[src/rtl/tbird_signal_controller.sv]
// tbird_signal_controller
// Single arbitrated sequencer for the T-Bird rear lamp clusters (3 lamps/side).
// Owns the slow-tick divider, latches a mode at each IDLE tick sample, steps
// P1 -> P2 -> P3 -> IDLE one step per tick, and overlays brake on any side
// that is not sequencing.
// Optional feature macro: TBIRD_HAZARD_EN (hazard / left+right -> mode 11).
module tbird_signal_controller #(
    parameter int TICK_DIV = 100_000_000,
    parameter int CNT_W    = 27
) (
    input  logic       clk,
    input  logic       reset,
    input  logic       left_req,
    input  logic       right_req,
    input  logic       hazard_req,
    input  logic       brake,
    output logic [2:0] left_lights,
    output logic [2:0] right_lights,
    output logic [1:0] mode,
    output logic       busy
);

    typedef enum logic [1:0] {IDLE, P1, P2, P3} state_t;

    localparam logic [CNT_W-1:0] CNT_LAST = CNT_W'(TICK_DIV - 1);

    logic [CNT_W-1:0] cnt_reg;
    logic             tick;
    state_t           state_reg, state_next;
    logic [1:0]       mode_reg, mode_next;
    logic [1:0]       req_mode;
    logic [2:0]       seq_pattern;
    logic [2:0]       brake_pattern;
    logic [1:0]       side_seq;
    logic [2:0]       side_next [2];
    logic [2:0]       left_reg, right_reg;

    // Free-running step divider; requests never restart it.
    always_ff @(posedge clk) begin
        if (reset) begin
            cnt_reg <= '0;
        end else if (cnt_reg == CNT_LAST) begin
            cnt_reg <= '0;
        end else begin
            cnt_reg <= cnt_reg + 1'b1;
        end
    end

    assign tick = (cnt_reg == CNT_LAST);

    // Request arbitration into a 2-bit mode code.
`ifdef TBIRD_HAZARD_EN
    always_comb begin
        req_mode = 2'b00;
        if (hazard_req || (left_req && right_req)) begin
            req_mode = 2'b11;
        end else if (left_req) begin
            req_mode = 2'b01;
        end else if (right_req) begin
            req_mode = 2'b10;
        end
    end
`else
    // Hazard input is ignored in this build; keep it tied off.
    logic hazard_unused;
    assign hazard_unused = hazard_req;

    always_comb begin
        req_mode = 2'b00;
        if (left_req && right_req) begin
            req_mode = 2'b00;
        end else if (left_req) begin
            req_mode = 2'b01;
        end else if (right_req) begin
            req_mode = 2'b10;
        end
    end
`endif

    // State and latched-mode registers.
    always_ff @(posedge clk) begin
        if (reset) begin
            state_reg <= IDLE;
            mode_reg  <= 2'b00;
        end else begin
            state_reg <= state_next;
            mode_reg  <= mode_next;
        end
    end

    // Next-state: advance only on tick; mode is sampled in IDLE and cleared
    // when the sequence finishes so an idle controller always shows brake.
    always_comb begin
        state_next = state_reg;
        mode_next  = mode_reg;
        if (tick) begin
            case (state_reg)
                IDLE: begin
                    mode_next  = req_mode;
                    state_next = (req_mode != 2'b00) ? P1 : IDLE;
                end
                P1:      state_next = P2;
                P2:      state_next = P3;
                P3: begin
                    state_next = IDLE;
                    mode_next  = 2'b00;
                end
                default: state_next = IDLE;
            endcase
        end
    end

    // Sequencing-side pattern for the upcoming state.
    always_comb begin
        seq_pattern = 3'b000;
        case (state_next)
            P1:      seq_pattern = 3'b001;
            P2:      seq_pattern = 3'b011;
            P3:      seq_pattern = 3'b111;
            default: seq_pattern = 3'b000;
        endcase
    end

    assign brake_pattern = {3{brake}};

    // Mode bit 0 selects left sequencing, bit 1 right; in hazard both
    // sequence, which also suppresses the brake overlay.
    assign side_seq = mode_next;

    generate
        for (genvar gi = 0; gi < 2; gi++) begin : g_side
            assign side_next[gi] = side_seq[gi] ? seq_pattern : brake_pattern;
        end
    endgenerate

    // Lamp output registers, loaded from next-cycle state/mode/brake.
    always_ff @(posedge clk) begin
        if (reset) begin
            left_reg  <= 3'b000;
            right_reg <= 3'b000;
        end else begin
            left_reg  <= side_next[0];
            right_reg <= side_next[1];
        end
    end

    assign left_lights  = left_reg;
    assign right_lights = right_reg;
    assign mode         = mode_reg;
    assign busy         = (state_reg != IDLE);

endmodule
[config.mk]
export PLATFORM = sky130hd
export DESIGN_NAME = tbird_signal_controller
export DESIGN_NICKNAME = d
export VERILOG_FILES = /design/src/rtl/tbird_signal_controller.sv
export SDC_FILE = /design/constraint.sdc
export NUM_CORES = 1
export LEC_CHECK = 0
export BUFFER_PORTS_ARGS = -buffer_cell sky130_fd_sc_hd__buf_2
export CAP_MARGIN = 15
export CORE_MARGIN = 2
export CORE_UTILIZATION = 40
export DETAILED_ROUTE_END_ITERATION = 8
export PLACE_DENSITY = 0.63
export SLEW_MARGIN = 20
export SYNTH_ARGS = -nofsm -noshare
export SYNTH_HDL_FRONTEND = slang
export SYNTH_SLANG_ARGS = --single-unit
[constraint.sdc]
create_clock -name clk -period 3.8 [get_ports clk]
set_input_delay 0.76 -clock clk [delete_from_list [all_inputs] [get_ports clk]]
set_output_delay 0.76 -clock clk [all_outputs]
set_load 0.005 [all_outputs]
==> flow_results.xml <==
<?xml version="1.0" encoding="UTF-8"?>
<metrics>
  <group name="synthesis">
    <metric name="synth.cell_area" unit="um^2">1840</metric>
    <metric name="postSynthRegisterBits" unit="">37</metric>
    <metric name="postSynthNetCount" unit="">220</metric>
    <metric name="post_synth_and_or_nand_nor_area_fraction" unit="%">30.8</metric>
    <metric name="ys_seq_area_share" unit="%">40.2</metric>
    <metric name="synth_compound_area_share" unit="%">4.48</metric>
    <metric name="netlist-cell-type-count" unit="">38</metric>
    <metric name="ys.warnings.count" unit="">0</metric>
    <metric name="postSynthCellCount" unit="">208</metric>
    <metric name="xor_xnor_share_of_the_synthesized_area" unit="%">11.9</metric>
    <metric name="postSynthAreaPerCell" unit="um^2">8.87</metric>
    <metric name="synth.area.mux_share" unit="%">5.29</metric>
    <metric name="synth_top_family_by_area" unit="">simple AND/OR/NAND/NOR gates</metric>
    <metric name="synth-adder-area-share" unit="%">4.07</metric>
  </group>
  <group name="clock_tree">
    <metric name="post_cts_resize_count" unit="">0</metric>
    <metric name="tritoncts" unit="">built</metric>
    <metric name="tritoncts_buffer_count" unit="">5</metric>
    <metric name="clock_latency" unit="ns">0.29</metric>
    <metric name="cts.clk_slew.worst_paths" unit="ns">0.07</metric>
    <metric name="cts_hold_repair.buffers" unit="">0</metric>
    <metric name="ctsRootBufferMaster" unit="">sky130_fd_sc_hd__clkbuf_8</metric>
    <metric name="clock_sinks" unit="">37</metric>
    <metric name="post-cts-setup-buffers" unit="">0</metric>
    <metric name="cts_max_level" unit="">2</metric>
    <metric name="cts_max_path_buffers" unit="">2</metric>
  </group>
  <group name="power">
    <metric name="irDropWorstVdd" unit="V">0.000215</metric>
    <metric name="static-leakage-power" unit="nW">0.768</metric>
    <metric name="total_power" unit="mW">0.690</metric>
    <metric name="power_per_cell_area" unit="nW/um^2">339</metric>
  </group>
  <group name="route">
    <metric name="detailroute.wirelength.met3" unit="um">114</metric>
    <metric name="first_pass_iters" unit="">4</metric>
    <metric name="top_layer_used" unit="">met4</metric>
    <metric name="finalWirelength" unit="um">3460</metric>
    <metric name="dr.first_iter.drc_count" unit="">65</metric>
    <metric name="vias_per_cell" unit="">5.12</metric>
    <metric name="wl_met2" unit="um">1540</metric>
    <metric name="route.vias.total" unit="">1412</metric>
    <metric name="antenna_left" unit="">0</metric>
    <metric name="detail_route.drc_violations" unit="">0</metric>
    <metric name="wl_per_cell" unit="um">12.5</metric>
    <metric name="post_route_met1_wirelength" unit="um">1740</metric>
  </group>
  <group name="setup_path">
    <metric name="crit_path_end_kind" unit="">flip-flop</metric>
    <metric name="timing.setup.critical_path_class" unit="">reg2reg</metric>
    <metric name="worst_path_most_repeated_cell" unit="">sky130_fd_sc_hd__and4_1</metric>
    <metric name="crit_path_top_delay_cell" unit="">sky130_fd_sc_hd__or2b_1</metric>
    <metric name="cp_data_arrival_time" unit="ns">2.39</metric>
    <metric name="worst_path_largest_cell_delay" unit="ns">0.76</metric>
    <metric name="worst_setup_path_start_kind" unit="">flip-flop</metric>
    <metric name="worstPathMaxFanout" unit="">26</metric>
    <metric name="worst-endpoint-required" unit="ns">3.95</metric>
    <metric name="timing.reg2reg.worst_path_depth" unit="">6</metric>
    <metric name="cell_by_cell_trace_of_the_critical_path" unit="">ha_1 &gt; and4_1 &gt; and4_1 &gt; nand2_2 &gt; or2b_1 &gt; nor2_1</metric>
  </group>
  <group name="run_status">
    <metric name="status" unit="">finished clean</metric>
  </group>
  <group name="placement">
    <metric name="post-dp-hpwl" unit="um">2470</metric>
    <metric name="placed_cells_incl_taps" unit="">268</metric>
    <metric name="gp_routability_congestion" unit="">0.792</metric>
    <metric name="numPortBuffers" unit="">13</metric>
  </group>
  <group name="global_routing">
    <metric name="number_of_antenna_violations_at_the_first_check_in_global_routing" unit="">0</metric>
    <metric name="first_global_vias" unit="">1285</metric>
    <metric name="globalRouteTotalUtil" unit="%">14.6</metric>
    <metric name="grt_max_degree" unit="">27</metric>
    <metric name="grt_first_pass_wirelength" unit="um">5880</metric>
    <metric name="globalRoute.totalOverflow" unit="">0</metric>
  </group>
  <group name="sta">
    <metric name="timing_worst_slew_pin_value" unit="ns">0.970</metric>
    <metric name="period_utilization" unit="%">58.9</metric>
    <metric name="grt_setup_unrepaired" unit="">no</metric>
    <metric name="final_max_slew_viol_count" unit="">0</metric>
    <metric name="max_clock_freq" unit="GHz">0.446</metric>
    <metric name="final-hold-violation-count" unit="">0</metric>
    <metric name="setup_tns" unit="ns">0</metric>
    <metric name="finalSetupViolCount" unit="">0</metric>
    <metric name="final.min_clock_period" unit="ns">2.24</metric>
    <metric name="worst_slew_margin_rel" unit="%">34.7</metric>
    <metric name="clock_skew" unit="ns">0.00707</metric>
  </group>
  <group name="floorplan">
    <metric name="initial_utilization" unit="%">42.1</metric>
    <metric name="die_height" unit="um">71.9</metric>
    <metric name="ioPinCount" unit="">15</metric>
    <metric name="die_area" unit="um^2">5170</metric>
    <metric name="core-area" unit="um^2">4380</metric>
    <metric name="rows" unit="">24</metric>
    <metric name="die_width" unit="um">71.9</metric>
  </group>
  <group name="finish">
    <metric name="drive_gt1_share" unit="%">15.2</metric>
    <metric name="num-nets-final" unit="">235</metric>
    <metric name="fillers" unit="">441</metric>
    <metric name="syn2layout_area_growth" unit="%">10.2</metric>
    <metric name="diodes" unit="">0</metric>
    <metric name="utilization" unit="%">46.4</metric>
    <metric name="final_cells" unit="">276</metric>
    <metric name="layout.cells.most_common_list" unit="">sky130_fd_sc_hd__dfxtp_1 (37), sky130_fd_sc_hd__nor2_1 (34), sky130_fd_sc_hd__xor2_1 (17)</metric>
    <metric name="largest_reg_flops" unit="">27</metric>
    <metric name="layout_commonest_cell" unit="">sky130_fd_sc_hd__dfxtp_1</metric>
  </group>
  <group name="worst_hold_path">
    <metric name="hold_crit_class" unit="">reg2reg</metric>
    <metric name="timing.hold.worst_path_depth" unit="">1</metric>
  </group>
  <group name="flow_run">
    <metric name="timing.max_cap.violations" unit="">0</metric>
  </group>
</metrics>
cell usage after synthesis (all sizes together):
master   number  share of area [%]
a21oi         3               0.81
a31oi         2               0.68
and3          4                1.4
and4          2               0.95
and4b         1               0.54
buf           4                1.1
clkbuf        1               0.20
dfxtp        37                 40
ha            6                4.1
inv          10                2.0
mux2          6                3.7
mux2i         3                1.6
nand2        15                3.2
nand3        16                4.6
nand4         8                3.5
nand4b        1               0.47
nand4bb       1               0.61
nor2         34                6.9
nor2b         3                1.0
nor3          6                1.6
nor4          4                2.5
nor4b         1               0.47
o211ai        1               0.41
o21ai         5                1.4
o41a          2                1.2
or2           1               0.34
or2b          1               0.41
or3           1               0.34
or4           4                1.8
xnor2         8                3.8
xor2         17                8.1
where the power goes:
group	switching (mW)	internal, mW	total [mW]
Clock	0.139	0.127	0.267
Sequential	0.00332	0.394	0.397
Combinational	0.0154	0.0114	0.0268
cell type report:
cell class	count	area [um^2]	area share (%)
Multi-Input combinational cell	156	1040	51.3
Sequential cell	37	741	36.4
Clock buffer	6	72.6	3.57
Timing Repair Buffer	13	65.1	3.20
Tap cell	52	65.1	3.20
Inverter	10	37.5	1.85
Clock inverter	2	10.0	0.492
through the flow:
step | cell area (um^2) | hold slack, ns | worst slack, ns
5_1_grt | 2030 | 0.479 | 1.31
6_report | 2030 | 0.465 | 1.56
4_1_cts | 2030 | 0.470 | 1.50
2_1_floorplan | 1840 | 0.430 | 1.89
3_3_place_gp | 1950 | 0.447 | 1.52
3_5_place_dp | 1950 | 0.454 | 1.50
worst max-delay path: cells and delay by family, from the launching register on:
family	cells	cell delay, ns
simple gates	5	1.49
flops	1	0.38
fa+ha+maj	1	0.24
worst paths after layout:
path	startpoint	endpoint	slack, ns
max reg2reg	cnt_reg[0]	cnt_reg[21]	1.56
min	cnt_reg[0]	cnt_reg[0]	0.46
max	cnt_reg[0]	cnt_reg[21]	1.56
min reg2reg	cnt_reg[0]	cnt_reg[0]	0.46
routing by layer:
metal	vias to the layer above	track usage, %
met5	-	0
met2	18	22.7
met4	0	5.87
li1	746	-
met1	640	19.1
met3	8	4.03
logic make-up after synthesis:
family	Yosys count
adders and majority gates	6
and+or+nand+nor	103
buffers and inverters	15
xor gates and xnor gates	25
muxes	9
DFF	37
AOI/OAI and AO/OA	13
Power figures use the tool's default switching activity.
